--- config.mk ---
export PLATFORM = sky130hd
export DESIGN_NAME = spi_word_controller
export DESIGN_NICKNAME = d
export VERILOG_FILES = /design/src/rtl/spi_word_controller.sv
export SDC_FILE = /design/constraint.sdc
export NUM_CORES = 1
export LEC_CHECK = 0
export CAP_MARGIN = 20
export CORE_ASPECT_RATIO = 1.4
export CORE_MARGIN = 2
export CORE_UTILIZATION = 40
export DETAILED_ROUTE_END_ITERATION = 12
export DONT_BUFFER_PORTS = 1
export GPL_TIMING_DRIVEN = 0
export PLACE_DENSITY = 0.66
export SYNTH_ARGS = -nofsm -noshare
export SYNTH_HDL_FRONTEND = slang
export SYNTH_SLANG_ARGS = --single-unit
--- constraint.sdc ---
create_clock -name CLK -period 1.6 [get_ports CLK]
set_input_delay 0.08 -clock CLK [delete_from_list [all_inputs] [get_ports CLK]]
set_output_delay 0.08 -clock CLK [all_outputs]
set_load 0.01 [all_outputs]
--- src/rtl/spi_word_controller.sv ---
// -----------------------------------------------------------------------------
// spi_word_controller
//   SPI initiator exchanging one full-duplex WORD_BITS word per CS frame,
//   MSB first, SPI mode 0 (SCK idles low, COPI changes on SCK fall, CIPO
//   captured at the end of the SCK high phase).
//
// Ports:
//   CLK       system clock
//   reset     synchronous active-high reset; aborts any transfer
//   tx_data   word to send, latched on accept
//   tx_valid  send request
//   tx_ready  high while idle; accept = tx_valid && tx_ready
//   rx_data   last received word, updated together with rx_valid
//   rx_valid  one-cycle pulse marking a completed exchange
//   busy      high from the cycle after accept until rx_valid
//   SCK       SPI clock (register driven)
//   CS        chip select, active low (register driven)
//   COPI      controller out (MSB of the transmit shift register)
//   CIPO      peripheral out, sampled raw
// -----------------------------------------------------------------------------
module spi_word_controller #(
    parameter int unsigned WORD_BITS = 64,
    parameter int unsigned CLK_DIV   = 4,
    parameter int unsigned CS_SETUP  = 2,
    parameter int unsigned CS_HOLD   = 2,
    parameter int unsigned CS_IDLE   = 4
) (
    input  logic                 CLK,
    input  logic                 reset,
    input  logic [WORD_BITS-1:0] tx_data,
    input  logic                 tx_valid,
    output logic                 tx_ready,
    output logic [WORD_BITS-1:0] rx_data,
    output logic                 rx_valid,
    output logic                 busy,
    output logic                 SCK,
    output logic                 CS,
    output logic                 COPI,
    input  logic                 CIPO
);

    // Phase counter covers the longest of the four timed phases.
    localparam int unsigned MAX_AB = (CLK_DIV > CS_SETUP) ? CLK_DIV : CS_SETUP;
    localparam int unsigned MAX_CD = (CS_HOLD > CS_IDLE) ? CS_HOLD : CS_IDLE;
    localparam int unsigned PH_MAX = (MAX_AB > MAX_CD) ? MAX_AB : MAX_CD;
    localparam int unsigned PH_W   = (PH_MAX > 1) ? $clog2(PH_MAX) : 1;
    localparam int unsigned BIT_W  = $clog2(WORD_BITS);

    localparam logic [PH_W-1:0]  DIV_LAST   = PH_W'(CLK_DIV - 1);
    localparam logic [PH_W-1:0]  SETUP_LAST = PH_W'(CS_SETUP - 1);
    localparam logic [PH_W-1:0]  HOLD_LAST  = PH_W'(CS_HOLD - 1);
    localparam logic [PH_W-1:0]  IDLE_LAST  = PH_W'(CS_IDLE - 1);
    localparam logic [BIT_W-1:0] BIT_LAST   = BIT_W'(WORD_BITS - 1);

    localparam logic [2:0] ST_IDLE     = 3'd0;
    localparam logic [2:0] ST_SETUP    = 3'd1;
    localparam logic [2:0] ST_SHIFT_LO = 3'd2;
    localparam logic [2:0] ST_SHIFT_HI = 3'd3;
    localparam logic [2:0] ST_HOLD     = 3'd4;
    localparam logic [2:0] ST_GAP      = 3'd5;

    logic [2:0]           state_q,   state_d;
    logic [PH_W-1:0]      ph_cnt_q,  ph_cnt_d;
    logic [BIT_W-1:0]     bit_cnt_q, bit_cnt_d;
    logic [WORD_BITS-1:0] tx_sr_q,   tx_sr_d;
    logic [WORD_BITS-1:0] rx_sr_q,   rx_sr_d;
    logic [WORD_BITS-1:0] rx_data_d;
    logic                 sck_d;
    logic                 cs_d;
    logic                 tx_ready_d;
    logic                 rx_valid_d;
    logic                 busy_d;

    // COPI is the transmit shift register MSB, so it is a flop output.
    assign COPI = tx_sr_q[WORD_BITS-1];

    // Next-state and next-output logic.
    always_comb begin
        state_d    = state_q;
        ph_cnt_d   = ph_cnt_q;
        bit_cnt_d  = bit_cnt_q;
        tx_sr_d    = tx_sr_q;
        rx_sr_d    = rx_sr_q;
        rx_data_d  = rx_data;
        sck_d      = SCK;
        cs_d       = CS;
        tx_ready_d = tx_ready;
        rx_valid_d = 1'b0;
        busy_d     = busy;

        case (state_q)
            ST_IDLE: begin
                if (tx_valid) begin
                    tx_sr_d    = tx_data;
                    cs_d       = 1'b0;
                    bit_cnt_d  = '0;
                    ph_cnt_d   = '0;
                    tx_ready_d = 1'b0;
                    busy_d     = 1'b1;
                    state_d    = ST_SETUP;
                end
            end

            // SETUP is also the low phase ahead of the first SCK rise.
            ST_SETUP: begin
                if (ph_cnt_q == SETUP_LAST) begin
                    ph_cnt_d = '0;
                    sck_d    = 1'b1;
                    state_d  = ST_SHIFT_HI;
                end else begin
                    ph_cnt_d = ph_cnt_q + PH_W'(1);
                end
            end

            // End of high phase: capture CIPO, drop SCK, present next bit.
            ST_SHIFT_HI: begin
                if (ph_cnt_q == DIV_LAST) begin
                    ph_cnt_d = '0;
                    sck_d    = 1'b0;
                    rx_sr_d  = {rx_sr_q[WORD_BITS-2:0], CIPO};
                    if (bit_cnt_q == BIT_LAST) begin
                        state_d = ST_HOLD;
                    end else begin
                        bit_cnt_d = bit_cnt_q + BIT_W'(1);
                        tx_sr_d   = {tx_sr_q[WORD_BITS-2:0], 1'b0};
                        state_d   = ST_SHIFT_LO;
                    end
                end else begin
                    ph_cnt_d = ph_cnt_q + PH_W'(1);
                end
            end

            ST_SHIFT_LO: begin
                if (ph_cnt_q == DIV_LAST) begin
                    ph_cnt_d = '0;
                    sck_d    = 1'b1;
                    state_d  = ST_SHIFT_HI;
                end else begin
                    ph_cnt_d = ph_cnt_q + PH_W'(1);
                end
            end

            // Release CS after the hold time; park COPI low between words.
            ST_HOLD: begin
                if (ph_cnt_q == HOLD_LAST) begin
                    ph_cnt_d = '0;
                    cs_d     = 1'b1;
                    tx_sr_d  = '0;
                    state_d  = ST_GAP;
                end else begin
                    ph_cnt_d = ph_cnt_q + PH_W'(1);
                end
            end

            // Result is published at the end of the CS idle gap.
            ST_GAP: begin
                if (ph_cnt_q == IDLE_LAST) begin
                    ph_cnt_d   = '0;
                    rx_data_d  = rx_sr_q;
                    rx_valid_d = 1'b1;
                    tx_ready_d = 1'b1;
                    busy_d     = 1'b0;
                    state_d    = ST_IDLE;
                end else begin
                    ph_cnt_d = ph_cnt_q + PH_W'(1);
                end
            end

            default: begin
                ph_cnt_d   = '0;
                sck_d      = 1'b0;
                cs_d       = 1'b1;
                tx_ready_d = 1'b1;
                busy_d     = 1'b0;
                state_d    = ST_IDLE;
            end
        endcase
    end

    // State and output registers.
    always_ff @(posedge CLK) begin
        if (reset) begin
            state_q   <= ST_IDLE;
            ph_cnt_q  <= '0;
            bit_cnt_q <= '0;
            tx_sr_q   <= '0;
            rx_sr_q   <= '0;
            rx_data   <= '0;
            SCK       <= 1'b0;
            CS        <= 1'b1;
            tx_ready  <= 1'b1;
            rx_valid  <= 1'b0;
            busy      <= 1'b0;
        end else begin
            state_q   <= state_d;
            ph_cnt_q  <= ph_cnt_d;
            bit_cnt_q <= bit_cnt_d;
            tx_sr_q   <= tx_sr_d;
            rx_sr_q   <= rx_sr_d;
            rx_data   <= rx_data_d;
            SCK       <= sck_d;
            CS        <= cs_d;
            tx_ready  <= tx_ready_d;
            rx_valid  <= rx_valid_d;
            busy      <= busy_d;
        end
    end

endmodule
* After elaboration in Yosys (flattened, before gate mapping)
Cells that the tools add are included.
W data, S select, Z words.
** Word-level totals
- Register bits :: 208
- Latch bits :: 0
- Memory bits (writable) :: 0
- ROM bits :: 0
- Output and inout bits :: 70
- Word-level logic and storage cells :: 80
- Memories kept :: 0
** Operators by class
- $add $sub $neg :: 2
- $mul :: 0
- Divide/modulo/power cells :: 0
- $lt $le $gt $ge :: 0
- Equal/unequal tests :: 15
- Shift-type cells :: 0
- Multiplexer cells :: 31
- Bitwise logic cells :: 4
- Reductions and logical operators :: 17
** Operators by type and width (number)
- $mux W64 :: 4
- $pmux W64 S3 :: 1
- $mux W3 :: 7
- $mux W6 :: 3
- $pmux W3 S6 :: 1
- $ne A2 B2 Y1 const B :: 7
- $pmux W6 S2 :: 1
- $pmux W1 S3 :: 3
- $reduce_and A4 Y1 :: 2
- $reduce_or A4 Y1 :: 2
- $add A6 B1 Y6 const B :: 1
- $eq A3 B2 Y1 const B :: 2
- $eq A3 B3 Y1 const B :: 2
- $eq A6 B6 Y1 const B :: 1
- $mux W1 :: 6
- $mux W2 :: 3
- $pmux W2 S3 :: 1
- $reduce_and A3 Y1 :: 2
- $reduce_and A6 Y1 :: 1
- $reduce_or A3 Y1 :: 2
- $reduce_and A5 Y1 :: 1
- $not A1 Y1 :: 4
- $pmux W1 S4 :: 1
- $reduce_and A2 Y1 :: 2
- other kinds (8) :: 9

* Longest topological paths before layout
- Depth after elaboration :: 4
- Mapped depth :: 9
- Gate-level depth less buffers :: 6

* Worst setup path before layout
Ideal clock, no wire load.
- Path kind :: register to register
- From :: register bit_cnt_q[0]
- To :: register tx_sr_q[10]
- Data arrival time :: 1632 ps
- Setup slack :: -148 ps
- Cell stages (with the launch flop) :: 9
- Cell sequence :: dfxtp_1 -> ha_1 -> and3_1 -> buf_4 -> a31o_1 -> buf_6 -> buf_12 -> buf_6 -> a41o_1
** On the way
- Longest elaborated chain between the ends :: 3
** Ends and longest elaborated chain
- start: declaration :: line 64 : logic [BIT_W-1:0] bit_cnt_q, bit_cnt_d;
- start signal: assignment :: line 197 : bit_cnt_q <= bit_cnt_d;
- $eq A6 B6 Y1 :: line 121 : if (bit_cnt_q == BIT_LAST) begin
- $ne A2 B2 Y1 (no source line)
- $reduce_and A5 Y1 (no source line)
- end signal: assignment :: line 198 : tx_sr_q <= tx_sr_d;
- end: declaration :: line 65 : logic [WORD_BITS-1:0] tx_sr_q, tx_sr_d;
Every way passes these cells.
A chain may end at the register's enable or synchronous reset.

* Worst setup path after layout
- From :: register state_q[1]
- To :: register tx_sr_q[32]
** On the way
- Longest elaborated chain between the ends :: 3
- Elaborated cells between the ends (all ways) :: 10
- Classes of those cells :: eq/ne: 6; mux: 1; reduce/logical: 3
** Ends and longest elaborated chain
- start: declaration :: line 62 : logic [2:0] state_q, state_d;
- start signal: assignment :: line 195 : state_q <= state_d;
- $eq A3 B2 Y1, or another cell as far along :: line 91 : case (state_q)
- $ne A2 B2 Y1 (no source line) or $reduce_bool A3 Y1 (tied branches)
- $reduce_and A5 Y1 (no source line)
Several ways; a longest one is shown, not always the timed one.

==> run_results.csv <==
group,metric,value,unit
min_path,hp-class,"in2reg",
worst_setup_path,critPathBufInv,3,
place,hpwl,17.02,mm
cts,root_buffer,"clkbuf_16",
floorplanning,die_area,23720,um2
sta,hold_viol,3,
outcome,status,"complete, but fails checks",
global_routing,grt_pass1_vias,8485,
synth,synth_xor_area_share,0,%
routing,totalWireLength,27.04,mm
cts,cts_tree,"yes",
layout,final_common_cell,"nand2_1",
sta,finalMaxSlewViolations,0,
floorplanning,die_h,181.4,um
layout,drive_gt1_share,19.53,%
synth,yosysWarnings,0,
worst_setup_path,path_class,"reg2reg",
cts,clock_latency,500,ps
floorplanning,num_rows,64,
cts,htreeDepth,1,
global_routing,grtUsageTotal,21.39,%
sta,period_minus_slack,1744,ps
routing,viasPerCell,5.829,
global_routing,grt.overflow.total,0,
worst_setup_path,crit_path_max_fanout,10,
worst_setup_path,cp.depth,7,
synth,synthMuxAreaShare,0.5841,%
routing,detail_route.first_pass.iterations,5,
sta,max_slew_margin,58.81,%
synth,async_reset_ff_share,0,%
sta,final-setup-viol-count,71,
sta,setup_ws,-144.0,ps
place,gp_congestion,0.7968,
place,port_buffers,0,
synth,synth_edf_count,0,
pwr,p_leak,0.004519,uW
sta,max_freq,573.4,MHz
floorplanning,design.portCount,138,
worst_setup_path,critPathArrivalTime,2190,ps
worst_setup_path,cp-end-kind,"register",
routing,drc,0,
synth,netlist_area,8996,um2
floorplanning,die_w,130.7,um
global_routing,grt_antenna_before_repair,1,
worst_setup_path,path_delay_family,"buffers and inverters",
sta,tightest_slew,617.8,ps
sta,min_period_over_period,109.0,%
routing,wl_per_cell,18.01,um
pwr,powerDensity,990.3,nW/um2
synth,synthFlopType,"dfxtp_1",
layout,layout.nets,1261,
cts,cts-buffers-inserted,22,
synth,synth_compound_area_share,31.56,%
synth,synth-simple-area-share,13.71,%
worst_setup_path,startpoint_type,"register",
synth,ys_ff_latch,208,
global_routing,grt_max_degree,15,
cts,clockBufferDepth,3,
sta,worst_hold_slack,-15.06,ps
routing,via_count,8749,
synth,synth_area_per_cell,8.408,um2
worst_setup_path,path_cells,"buf_4 > nor2b_4 > buf_6 > buf_4 > o221ai_1 > a211oi_2 > a41o_1",
pwr,irDropWorstVdd,0.6626,mV
worst_setup_path,max_stage_delay,350,ps
floorplanning,start_util,41.00,%
floorplanning,core_region_area,21940,um2
place,dp_slack,-394.3,ps
cts,path_clk_slew,60,ps
layout,final_util,54.48,%
worst_setup_path,crit_required,2050,ps
sta,tns,-7048,ps
synth,synth_fa_ha_area_share,0.5563,%
global_routing,grt_pass1_wl,42.25,mm
job,max_cap_viol_count,0,
synth,syn-num-nets,1142,
routing,ant_nets,0,
synth,synth_cells,1070,
layout,mostFrequentLayoutCells,"nand2_1, dfxtp_1, a21oi_1",
synth,synth_cell_types,42,
worst_setup_path,cpMaxStageDelayCell,"dfxtp_1",
min_path,hold_depth,3,
layout,area_growth,32.86,%
sta,final.setup_skew,8.862,ps
worst_setup_path,cpMostUsedCell,"buf_4",
sta,rsz0062_at_grt,"yes",
cts,clock-sinks,208,
routing,drt_iter0_markers,551,
synth,synth_top_family_by_area,"compound AO/OA/AOI/OAI gates",
synth,yosysSeqAreaShare,46.29,%
outcome,violations,"hold timing, setup timing",
worst_setup_path,reg2regPathDepth,7,
## metrics by stage
stage | std cells | hold WS [ps] | area, um2 | total power, uW
floorplan | 1070 | 216.0 | 9123 | 6081
global placement | 1367 | 233.0 | 9494 | 6266
detailed placement | 1367 | 232.2 | 9494 | 6277
CTS | 1491 | 0.2769 | 11560 | 11820
global route | 1501 | 10.04 | 11950 | 12250
finish | 1501 | -15.06 | 11950 | 11840
## Yosys cell counts (7+ instances only)
cell      count  share of area (%)
nand2_1     269                 11
dfxtp_1     208                 46
a21oi_1     205                 11
a211oi_1     65                5.4
a41o_1       63                7.0
o221ai_1     63                6.1
clkbuf_1     59                2.5
buf_2        38                2.1
buf_4        10               0.83
buf_6        10                1.3
nor2_1       10               0.42
inv_1         8               0.33
o21ai_0       8               0.45
nand3_1       7               0.39
## sequential cells by signal, summed over array words and instances (netlist names)
signal	cells
rx_data	64
state_q	3
tx_sr_q	64
busy	1
rx_valid	1
tx_ready	1
CS	1
bit_cnt_q	6
rx_sr_q	64
SCK	1
ph_cnt_q	2
## timing repair
| action | in CTS | in global routing |
|---|---|---|
| endpoints found under the setup margin | 197 | 194 |
| cloned | 7 | 5 |
| hold buffers | 66 | 0 |
| resized for setup | 110 | 89 |
| hold endpoints to repair | 68 | 0 |
| pin swaps | 6 | 4 |
| buffers inserted | 14 | 6 |
## per-layer routing
layer  GRT usage (%)  vias to the layer above  part of all wire, %
li1                -                     4178                    -
met1           25.00                     4204                   40
met2           38.33                      312                   51
met3           4.832                       55                  6.6
met4           6.511                        0                  2.4
met5               0                        -                    0
## final timing paths
kind,startpoint,end,slack (ps)
hold reg to reg,rx_sr_q[51],rx_data[51],460
setup reg to reg,state_q[1],tx_sr_q[32],-140
hold / removal,tx_data[11],tx_sr_q[11],-20
setup / recovery,state_q[1],tx_sr_q[32],-140
## power by group
part / total, uW / internal, uW / leakage (uW) / switching (uW)
Combinational: 1200 / 546 / 0.00247 / 651
Sequential: 5390 / 5300 / 0.00169 / 91.9
Clock: 5250 / 3130 / 0.000363 / 2120
Total: 11800 / 8970 / 0.00452 / 2860
## area by class of cell
| type | count | area (um2) |
|---|---|---|
| fill | 1968 | 9988 |
| buffer | 119 | 997.2 |
| timing repair buffer | 95 | 1036 |
| multi-input combinational | 735 | 4592 |
| sequential | 208 | 4178 |
| tap | 297 | 371.6 |
| clock buffer | 29 | 638.1 |
| inverter | 8 | 30.03 |
| antenna | 1 | 2.502 |
| clock inverter | 9 | 107.6 |
## cell families after synthesis
kind of cell,after synthesis
AO/OA/AOI/OAI,417
AND/OR/NAND/NOR,308
adder cells (fa/ha/maj),4
flip-flops,208
buffers and inverters,128
multiplexers,5
## worst register-to-register path: cells and delay by family (launching register included)
kind	cells	cell delay [ps]
AND/OR/NAND/NOR	1	210
flip-flops	1	350
AO/OA/AOI/OAI	3	550
buffers and inverters	3	590
(Power assumes the default switching activity.)
